===== config.mk =====
export PLATFORM = sky130hd
export DESIGN_NAME = mem_arbiter
export DESIGN_NICKNAME = d
export VERILOG_FILES = /design/src/rtl/mem_arbiter_pkg.sv /design/src/rtl/mem_arbiter_register.sv /design/src/rtl/mem_arbiter.sv
export SDC_FILE = /design/constraint.sdc
export NUM_CORES = 1
export LEC_CHECK = 0
export CORE_AREA = 3 3 424 426
export CTS_CLUSTER_SIZE = 12
export DETAILED_ROUTE_END_ITERATION = 10
export DIE_AREA = 0 0 427 429
export DONT_BUFFER_PORTS = 1
export SKIP_LAST_GASP = 1
export SLEW_MARGIN = 30
export SYNTH_ARGS = -nofsm -noshare
export SYNTH_HDL_FRONTEND = slang
export SYNTH_SLANG_ARGS = --single-unit

===== constraint.sdc =====
create_clock -name clk -period 1.9 [get_ports clk]
set_input_delay 0.38 -clock clk [delete_from_list [all_inputs] [get_ports clk]]
set_output_delay 0.38 -clock clk [all_outputs]
set_load 0.02 [all_outputs]

===== src/rtl/mem_arbiter_pkg.sv =====
// Shared types and constants for the instruction/data cache memory arbiter.
package mem_arbiter_pkg;

    localparam int CACHE_LINE_WIDTH = 256;
    localparam int ADDR_WIDTH       = 16;
    localparam int LINE_OFFSET      = 4;   // 16 words per line
    localparam int LINE_ADDR_WIDTH  = ADDR_WIDTH - LINE_OFFSET;

    typedef enum logic [1:0] {
        IDLE    = 2'd0,
        ACCESS  = 2'd1,
        RESPOND = 2'd2
    } state_e;

    typedef enum logic {
        REQ_IC = 1'b0,
        REQ_DC = 1'b1
    } req_id_e;

    // Everything captured at grant time; held stable for the whole access.
    typedef struct packed {
        req_id_e                     id;
        logic                        we;
        logic [LINE_ADDR_WIDTH-1:0]  addr;
        logic [CACHE_LINE_WIDTH-1:0] wdata;
    } grant_t;

    // Round-robin pick: on a tie the requester not served last wins.
    function automatic req_id_e pick_requester(input logic ic, input logic dc,
                                               input req_id_e last);
        if (ic && dc) return (last == REQ_DC) ? REQ_IC : REQ_DC;
        else if (ic)  return REQ_IC;
        else          return REQ_DC;
    endfunction

endpackage


===== src/rtl/mem_arbiter_register.sv =====
// Generic enabled register with asynchronous active-low clear.
module register #(
    parameter int WIDTH = 1
) (
    input  logic             clk,
    input  logic             reset,
    input  logic             en,
    input  logic [WIDTH-1:0] d,
    output logic [WIDTH-1:0] q
);

    // Load d when enabled; clear immediately on reset.
    always_ff @(posedge clk or negedge reset) begin
        if (!reset)  q <= '0;
        else if (en) q <= d;
    end

endmodule


===== src/rtl/mem_arbiter.sv =====
// Arbitrates I-cache and D-cache line transactions onto one memory port.
module mem_arbiter
    import mem_arbiter_pkg::*;
(
    input  logic                        clk,
    input  logic                        reset,
    input  logic                        icPetition,
    input  logic [ADDR_WIDTH-1:0]       icAddr,
    input  logic                        dcPetition,
    input  logic [ADDR_WIDTH-1:0]       dcAddr,
    input  logic                        dcWrite,
    input  logic [CACHE_LINE_WIDTH-1:0] dcWriteData,
    output logic                        icServiceReady,
    output logic                        dcServiceReady,
    output logic [CACHE_LINE_WIDTH-1:0] lineData,
    output logic                        memReq,
    output logic                        memWe,
    output logic [LINE_ADDR_WIDTH-1:0]  memAddr,
    output logic [CACHE_LINE_WIDTH-1:0] memWriteData,
    input  logic                        memAck,
    input  logic [CACHE_LINE_WIDTH-1:0] memReadData
);

    state_e  state_q, state_d;
    req_id_e last_grant_q, last_grant_d;

    grant_t  grant_d, grant_q;
    logic    grant_en;
    logic    line_en;
    logic [CACHE_LINE_WIDTH-1:0] line_q;

    // Word-offset bits never reach memory; transfers are whole lines.
    logic unused_offset;
    assign unused_offset = ^{icAddr[LINE_OFFSET-1:0], dcAddr[LINE_OFFSET-1:0]};

    // Candidate grant built from the current petitions; only loaded in IDLE.
    always_comb begin
        grant_d       = '0;
        grant_d.id    = pick_requester(icPetition, dcPetition, last_grant_q);
        grant_d.addr  = (grant_d.id == REQ_IC) ? icAddr[ADDR_WIDTH-1:LINE_OFFSET]
                                               : dcAddr[ADDR_WIDTH-1:LINE_OFFSET];
        grant_d.we    = (grant_d.id == REQ_DC) && dcWrite;
        grant_d.wdata = dcWriteData;
    end

    // State and round-robin history registers.
    always_ff @(posedge clk or negedge reset) begin
        if (!reset) begin
            state_q      <= IDLE;
            last_grant_q <= REQ_DC;
        end else begin
            state_q      <= state_d;
            last_grant_q <= last_grant_d;
        end
    end

    // Next-state logic and latch enables for grant and line buffers.
    always_comb begin
        state_d      = state_q;
        last_grant_d = last_grant_q;
        grant_en     = 1'b0;
        line_en      = 1'b0;
        case (state_q)
            IDLE: begin
                if (icPetition || dcPetition) begin
                    grant_en = 1'b1;
                    state_d  = ACCESS;
                end
            end
            ACCESS: begin
                if (memAck) begin
                    // A write-back leaves the previously returned line intact.
                    line_en = !grant_q.we;
                    state_d = RESPOND;
                end
            end
            RESPOND: begin
                last_grant_d = grant_q.id;
                state_d      = IDLE;
            end
            default: state_d = IDLE;
        endcase
    end

    register #(.WIDTH($bits(grant_t))) u_grant_reg (
        .clk   (clk),
        .reset (reset),
        .en    (grant_en),
        .d     (grant_d),
        .q     (grant_q)
    );

    register #(.WIDTH(CACHE_LINE_WIDTH)) u_line_reg (
        .clk   (clk),
        .reset (reset),
        .en    (line_en),
        .d     (memReadData),
        .q     (line_q)
    );

    // Outputs decode state and registered grant only; reset clears state,
    // so memReq drops asynchronously with it.
    assign memReq         = (state_q == ACCESS);
    assign memWe          = memReq && grant_q.we;
    assign memAddr        = grant_q.addr;
    assign memWriteData   = grant_q.wdata;
    assign icServiceReady = (state_q == RESPOND) && (grant_q.id == REQ_IC);
    assign dcServiceReady = (state_q == RESPOND) && (grant_q.id == REQ_DC);
    assign lineData       = line_q;

endmodule

==> results.ini, run 1 <==
[global_route]
grt_start_max_net_pins = 530
antenna_found_initial = 143
grt_pass1_vias = 14300
grtUsageTotal = 0.119
overflow = 0
grt_pass1_wl_um = 145000

[synthesis]
syn-cell-area_um2 = 22500
yosys_warnings = 0
ys_ff_latch = 529
yosysUniqueCellTypes = 23
syn_nets = 1995
postSynthAreaPerCell_um2 = 15.6
ys_seq_area_frac = 0.587
synth_cells = 1445

[layout]
final_common_cell = dlygate4sd3_1
nets = 2358
drive_above_1_share = 0.376
synthToLayoutAreaGrowth_pct = 42.8
post-route-cell-area_um2 = 32200
most-common-layout-cells = 539 x dlygate4sd3_1, 526 x dfrtp_1, 317 x mux2_2

[pwr]
p_seq_frac = 0.531
power_density_nw_per_um2 = 1900
p_clk_frac = 0.219
combPwrFrac = 0.250
ir_worst_vdd_uv = 907
p_sw_frac = 0.431
p_sw_mw = 26.4
power.total_mw = 61.1
power.internal_mw = 34.8
leakagePower_nw = 13.0

[timing]
worst_slew_pin_slew_ns = 0.974
period_share = 1.09
setup_viol_count_final = 10
finalHoldViolations = 225
layout_setup_ws_ns = -0.178
skew_ns = 0.0233
max_freq_mhz = 481
hold_slack_ns = -0.569
rsz0062_at_grt = true
slew_headroom = 0.348
drv_slew = 0
finalCriticalPeriod_ns = 2.08

[clocking]
cts.path.max_buffers = 3
insertion_delay_ns = 0.67
cts_sinks = 529
path_clk_slew_ns = 0.06
cts_hold_buf = 539
cts_made_buffers = 67
ctsHtreeMaxLevel = 3
cts_tree = done
cts_root_buffer = clkbuf_16

[routing]
wirelength_met1_um = 39300
dr_wl_met2_um = 56100
wl_met3_um = 18200
drc = 0
post_drt_wl_per_cell_um = 27.9
drtIter0Drc = 960
avgViaCountPerCell = 3.30
vias = 14000
ant_nets = 0
top_layer = met5
drt-pass1-iter-count = 5
drt-total-wl_um = 118000

[worst_setup_path]
worstReg2RegStart = state_q[0]
r2r_cells = 8
arrival_ns = 1.70
cp-start-kind = register
r2r-end = u_line_reg.q[134]
crit_path_max_fanout = 4
endpoint_kind = output pin
r2r_slack_ns = -0.02
crit_type = register to output pin
critPathRequiredTime_ns = 1.52

[outcome]
status = finished, violations left
violations = hold timing, setup timing

[floorplan]
start_util = 0.128
pin_count = 1078
core_um2 = 176000
dieArea_um2 = 183000
die-width_um = 427
die_h_um = 429
num_rows = 154

[placed_design]
routabilityCongestion = 0.969
dpl-instance-area_um2 = 23600
dp_slack_ns = 0.0891
dp_hpwl_um = 93100
port_buffers = 0

[worst_hold_path]
hp-class = input pin to asynchronous set/reset pin

[flow_run]
max_cap_viol_count = 0

[what timing repair did]
item                                   in CTS  in global routing
resized for setup                           9                 18
endpoints found under the hold margin    1056                225
pin swaps                                   0                  1
buffers inserted                            3                 19
gates cloned                                0                 19
setup endpoints to repair                   6                387
[worst max-delay path by stage]
| stage | startpoint | to | slack, ns | cells past startpoint |
|---|---|---|---|---|
| final | state_q[0] | memWe | -0.18 | 4 |
| after global routing | state_q[0] | memWe | -0.29 | 4 |
| after CTS | state_q[1] | memWe | -0.29 | 4 |
| after detailed placement | state_q[1] | u_line_reg.q[47] | 0.09 | 5 |
| after global placement | state_q[1] | u_line_reg.q[151] | 0.09 | 5 |
| after floorplan | state_q[1] | u_line_reg.q[215] | 0.08 | 6 |
[stage by stage]
| stage | util | setup TNS, ns | instances | hold WS, ns |
|---|---|---|---|---|
| finish | 0.183 | -0.319 | 4231 | -0.569 |
| floorplan | - | 0 | 1445 | 0.0844 |
| CTS | 0.178 | -1.03 | 4153 | -0.651 |
| global route | 0.183 | -2.16 | 4216 | -0.646 |
| global placement | 0.134 | 0 | 3496 | 0.0967 |
| detailed placement | 0.134 | 0 | 3496 | 0.0963 |
[power by group through the flow]
| stage | registers [mW] | clock network (mW) | logic (mW) |
|---|---|---|---|
| after floorplan | 23.2 | 0 | 18.5 |
| after global placement | 32.6 | 0 | 12.0 |
| after CTS | 32.5 | 13.9 | 13.7 |
| after detailed placement | 32.7 | 0 | 12.4 |
| after global routing | 33.2 | 14.3 | 16.2 |
| final | 32.5 | 13.4 | 15.3 |
[per-layer routing]
metal | up-vias | GRT usage
li1 | 5521 | -
met1 | 7057 | 0.122
met2 | 1032 | 0.195
met3 | 307 | 0.0808
met4 | 60 | 0.0384
met5 | - | 0
[state kept, by name, indices dropped and copies added, names as in the netlist]
register       flops
u_line_reg.q     256
last_grant_q       1
u_grant_reg.q    270
state_q            2
[Yosys cell counts]
cell	n	area share
a21o_1	2	0.00067
a21oi_1	13	0.0029
a31oi_1	13	0.0036
and2_1	3	0.00083
and3_1	1	0.00028
buf_2	24	0.0053
buf_4	282	0.094
buf_6	21	0.010
clkbuf_1	7	0.0012
dfrtp_1	528	0.59
dfstp_2	1	0.0012
inv_1	4	0.00067
mux2_1	19	0.0095
mux2_2	319	0.16
mux2_4	174	0.12
nand2b_1	2	0.00056
nand3_1	12	0.0027
nor2_1	3	0.00050
nor2b_1	1	0.00028
nor2b_2	1	0.00039
o2111ai_1	1	0.00039
o21ai_0	13	0.0029
or2_0	1	0.00028
[area by class of cell]
cell class | instances | area [um^2]
multi-input combinational | 578 | 6820
sequential | 529 | 13200
clock buffer | 93 | 1960
clock inverter | 22 | 328
fill | 19000 | 144000
tap | 2340 | 2930
timing repair buffer | 628 | 6800
antenna | 37 | 92.6
inverter | 4 | 15.0
[worst max-delay path, cell delays in order (launching register included)]
cell and delay, ns:
dfrtp_1 0.37, nor2b_4 0.20, buf_12 0.16, and2_4 0.17
buf_12 0.13
[cell families after synthesis]
logic type	after synthesis	synth area share
compound gates	42	0.0104
mux	512	0.285
flops	529	0.587
simple gates	24	0.00577
buf+inv	338	0.112
(Power assumes the default switching activity.)
==> run 2, diff against run 1 <==
CAP_MARGIN = 10   (was not set)
GPL_TIMING_DRIVEN = 0   (was not set)
==> results.ini, run 2 (same netlist as run 1, synthesis figures left out) <==
[clocking]
cts_made_buffers = 61  ; -9.0%
cts_sinks = 529  ; unchanged
cts_root_buffer = clkbuf_16
cts.path.max_buffers = 3  ; unchanged
path_clk_slew_ns = 0.06  ; about the same
cts_tree = done
insertion_delay_ns = 0.68  ; about the same
ctsHtreeMaxLevel = 2  ; -1
cts_hold_buf = 541  ; +0.37%

[worst_setup_path]
r2r-end = u_line_reg.q[163]
crit_path_max_fanout = 5  ; +1
endpoint_kind = output pin
worstReg2RegStart = state_q[1]
critPathCapture = memWe
cp-start-kind = register
r2r_slack_ns = -0.40  ; -0.38 ns
startpoint = state_q[1]
critPathRequiredTime_ns = 1.52  ; about the same
r2r_cells = 8  ; unchanged
crit_type = register to output pin
arrival_ns = 1.95  ; +0.25 ns

[flow_run]
max_cap_viol_count = 0  ; unchanged

[pwr]
power.total_mw = 68.8  ; +13%
ir_worst_vdd_uv = 996  ; +9.9%
power_density_nw_per_um2 = 1930  ; +1.7%
leakagePower_nw = 15.2  ; +17%

[layout]
largest_reg_flops = 270  ; unchanged
fin_util = 0.202  ; +0.0195
nets = 2675  ; +13%
multiInputGateArea_um2 = 7490  ; +9.7%
synthToLayoutAreaGrowth_pct = 58.1
drive_above_1_share = 0.472  ; +0.0956
final_common_cell = dlygate4sd3_1
most-common-layout-cells = 541 x dlygate4sd3_1, 527 x dfrtp_1, 335 x mux2_4
num-fill-cells = 18700  ; -1.6%
regMostFlops = u_grant_reg.q
top_regs = u_grant_reg.q (270), u_line_reg.q (256), state_q (2)
seqCellArea_um2 = 13200  ; about the same

[global_route]
grt_pass1_wl_um = 160000  ; +9.9%
antenna_found_initial = 72  ; -50%
overflow = 0  ; unchanged
grtUsageTotal = 0.130  ; +0.0103
grt_pass1_vias = 16000  ; +13%
grt_start_max_net_pins = 161  ; -70%

[floorplan]
dieArea_um2 = 183000  ; unchanged
num_rows = 154  ; unchanged
core_um2 = 176000  ; unchanged
pin_count = 1078  ; unchanged
die-width_um = 427  ; unchanged
die_h_um = 429  ; unchanged
start_util = 0.128  ; unchanged

[placed_design]
dp_hpwl_um = 100000  ; +7.6%
dp_slack_ns = -1.62  ; -1.71 ns
port_buffers = 0  ; unchanged
routabilityCongestion = 0.959  ; -1.0%

[timing]
skew_ns = 0.0421  ; +0.0188 ns
layout_setup_ws_ns = -0.432  ; -0.254 ns
hold_slack_ns = -0.604  ; -0.0351 ns
drv_slew = 0  ; unchanged
fin_tns_setup_ns = -101.83  ; -101.51 ns
finalCriticalPeriod_ns = 2.33  ; +0.254 ns
slew_headroom = 0.511  ; +0.162
rsz0062_at_grt = true
period_share = 1.23  ; +0.134
max_freq_mhz = 429  ; -11%
setup_viol_count_final = 520  ; +510
finalHoldViolations = 319  ; +42%
worst_slew_pin_slew_ns = 0.734  ; -0.240 ns

[routing]
avgViaCountPerCell = 3.37  ; +2.1%
drt-pass1-iter-count = 5  ; unchanged
drc = 0  ; unchanged
ant_nets = 0  ; unchanged
vias = 15300  ; +9.4%
drtIter0Drc = 1105  ; +15%
drt-total-wl_um = 128000  ; +8.8%
post_drt_wl_per_cell_um = 28.3  ; +1.6%

[outcome]
status = finished, violations left
violations = hold timing, setup timing

[worst_hold_path]
hp-class = input pin to asynchronous set/reset pin

==> run 2: cell types whose count changed in the layout (fill, tap and decap cells not counted), moves of 5 or more <==
cell / change
mux2_4: +159
clkbuf_1: +5
a31oi_1: -7
clkbuf_2: +6
clkbuf_8: -5
buf_6: +12
buf_2: +10
buf_12: +24
mux2_1: -13
buf_8: +10
buf_16: +11
mux2_2: -146
diode_2: -15
buf_4: +245
==> run 2: per-stage QoR <==
step / hold slack, ns / area, um^2 / cells
2_1_floorplan: 0.0844 / 22500 / 1445
3_3_place_gp: 0.0986 / 25500 / 3785
3_5_place_dp: 0.0886 / 25600 / 3788
4_1_cts: -0.693 / 34400 / 4478
5_1_grt: -0.665 / 35600 / 4517
6_report: -0.604 / 35600 / 4531
==> run 2: layer usage <==
layer,track usage,vias up,part of all wire
li1,-,6127,-
met1,0.139,7914,0.34
met2,0.214,960,0.48
met3,0.0716,244,0.14
met4,0.0469,44,0.042
met5,0,-,0.0022
==> run 2: cell type report <==
class,instances,area share
sequential,529,0.372
multi-input combinational,578,0.210
timing repair buffer,626,0.198
tap,2340,0.0822
buffer,325,0.0794
clock buffer,86,0.0486
clock inverter,21,0.00801
antenna,22,0.00155
inverter,4,0.000421
==> run 2: worst max-delay path, cell delays in order, from the launching register on <==
cell	delay, ns
dfrtp_2	0.44
nor2b_4	0.45
and2_4	0.35
==> run 2: worst min-delay path by stage <==
stage          startpoint                 end  slack (ns)
2_1_floorplan       reset          state_q[0]        0.08
3_3_place_gp        reset  u_grant_reg.q[127]         0.1
3_5_place_dp        reset  u_grant_reg.q[125]        0.09
4_1_cts             reset   u_grant_reg.q[66]       -0.69
5_1_grt             reset   u_grant_reg.q[66]       -0.66
6_report            reset   u_grant_reg.q[81]       -0.60
==> run 2: report_power, final <==
group | leakage [nW] | internal, mW | switching (mW)
registers | 6.20 | 17.1 | 9.71
clock network | 0.977 | 6.89 | 5.15
logic | 8.02 | 15.8 | 14.2
==> run 2: what timing repair did <==
item                                   in CTS  in global routing
endpoints found under the hold margin     928                319
setup endpoints to repair                 534                532
resized for setup                         168                173
pin swaps                                   1                  2
cloned                                     17                 18
buffers inserted                           27                 32
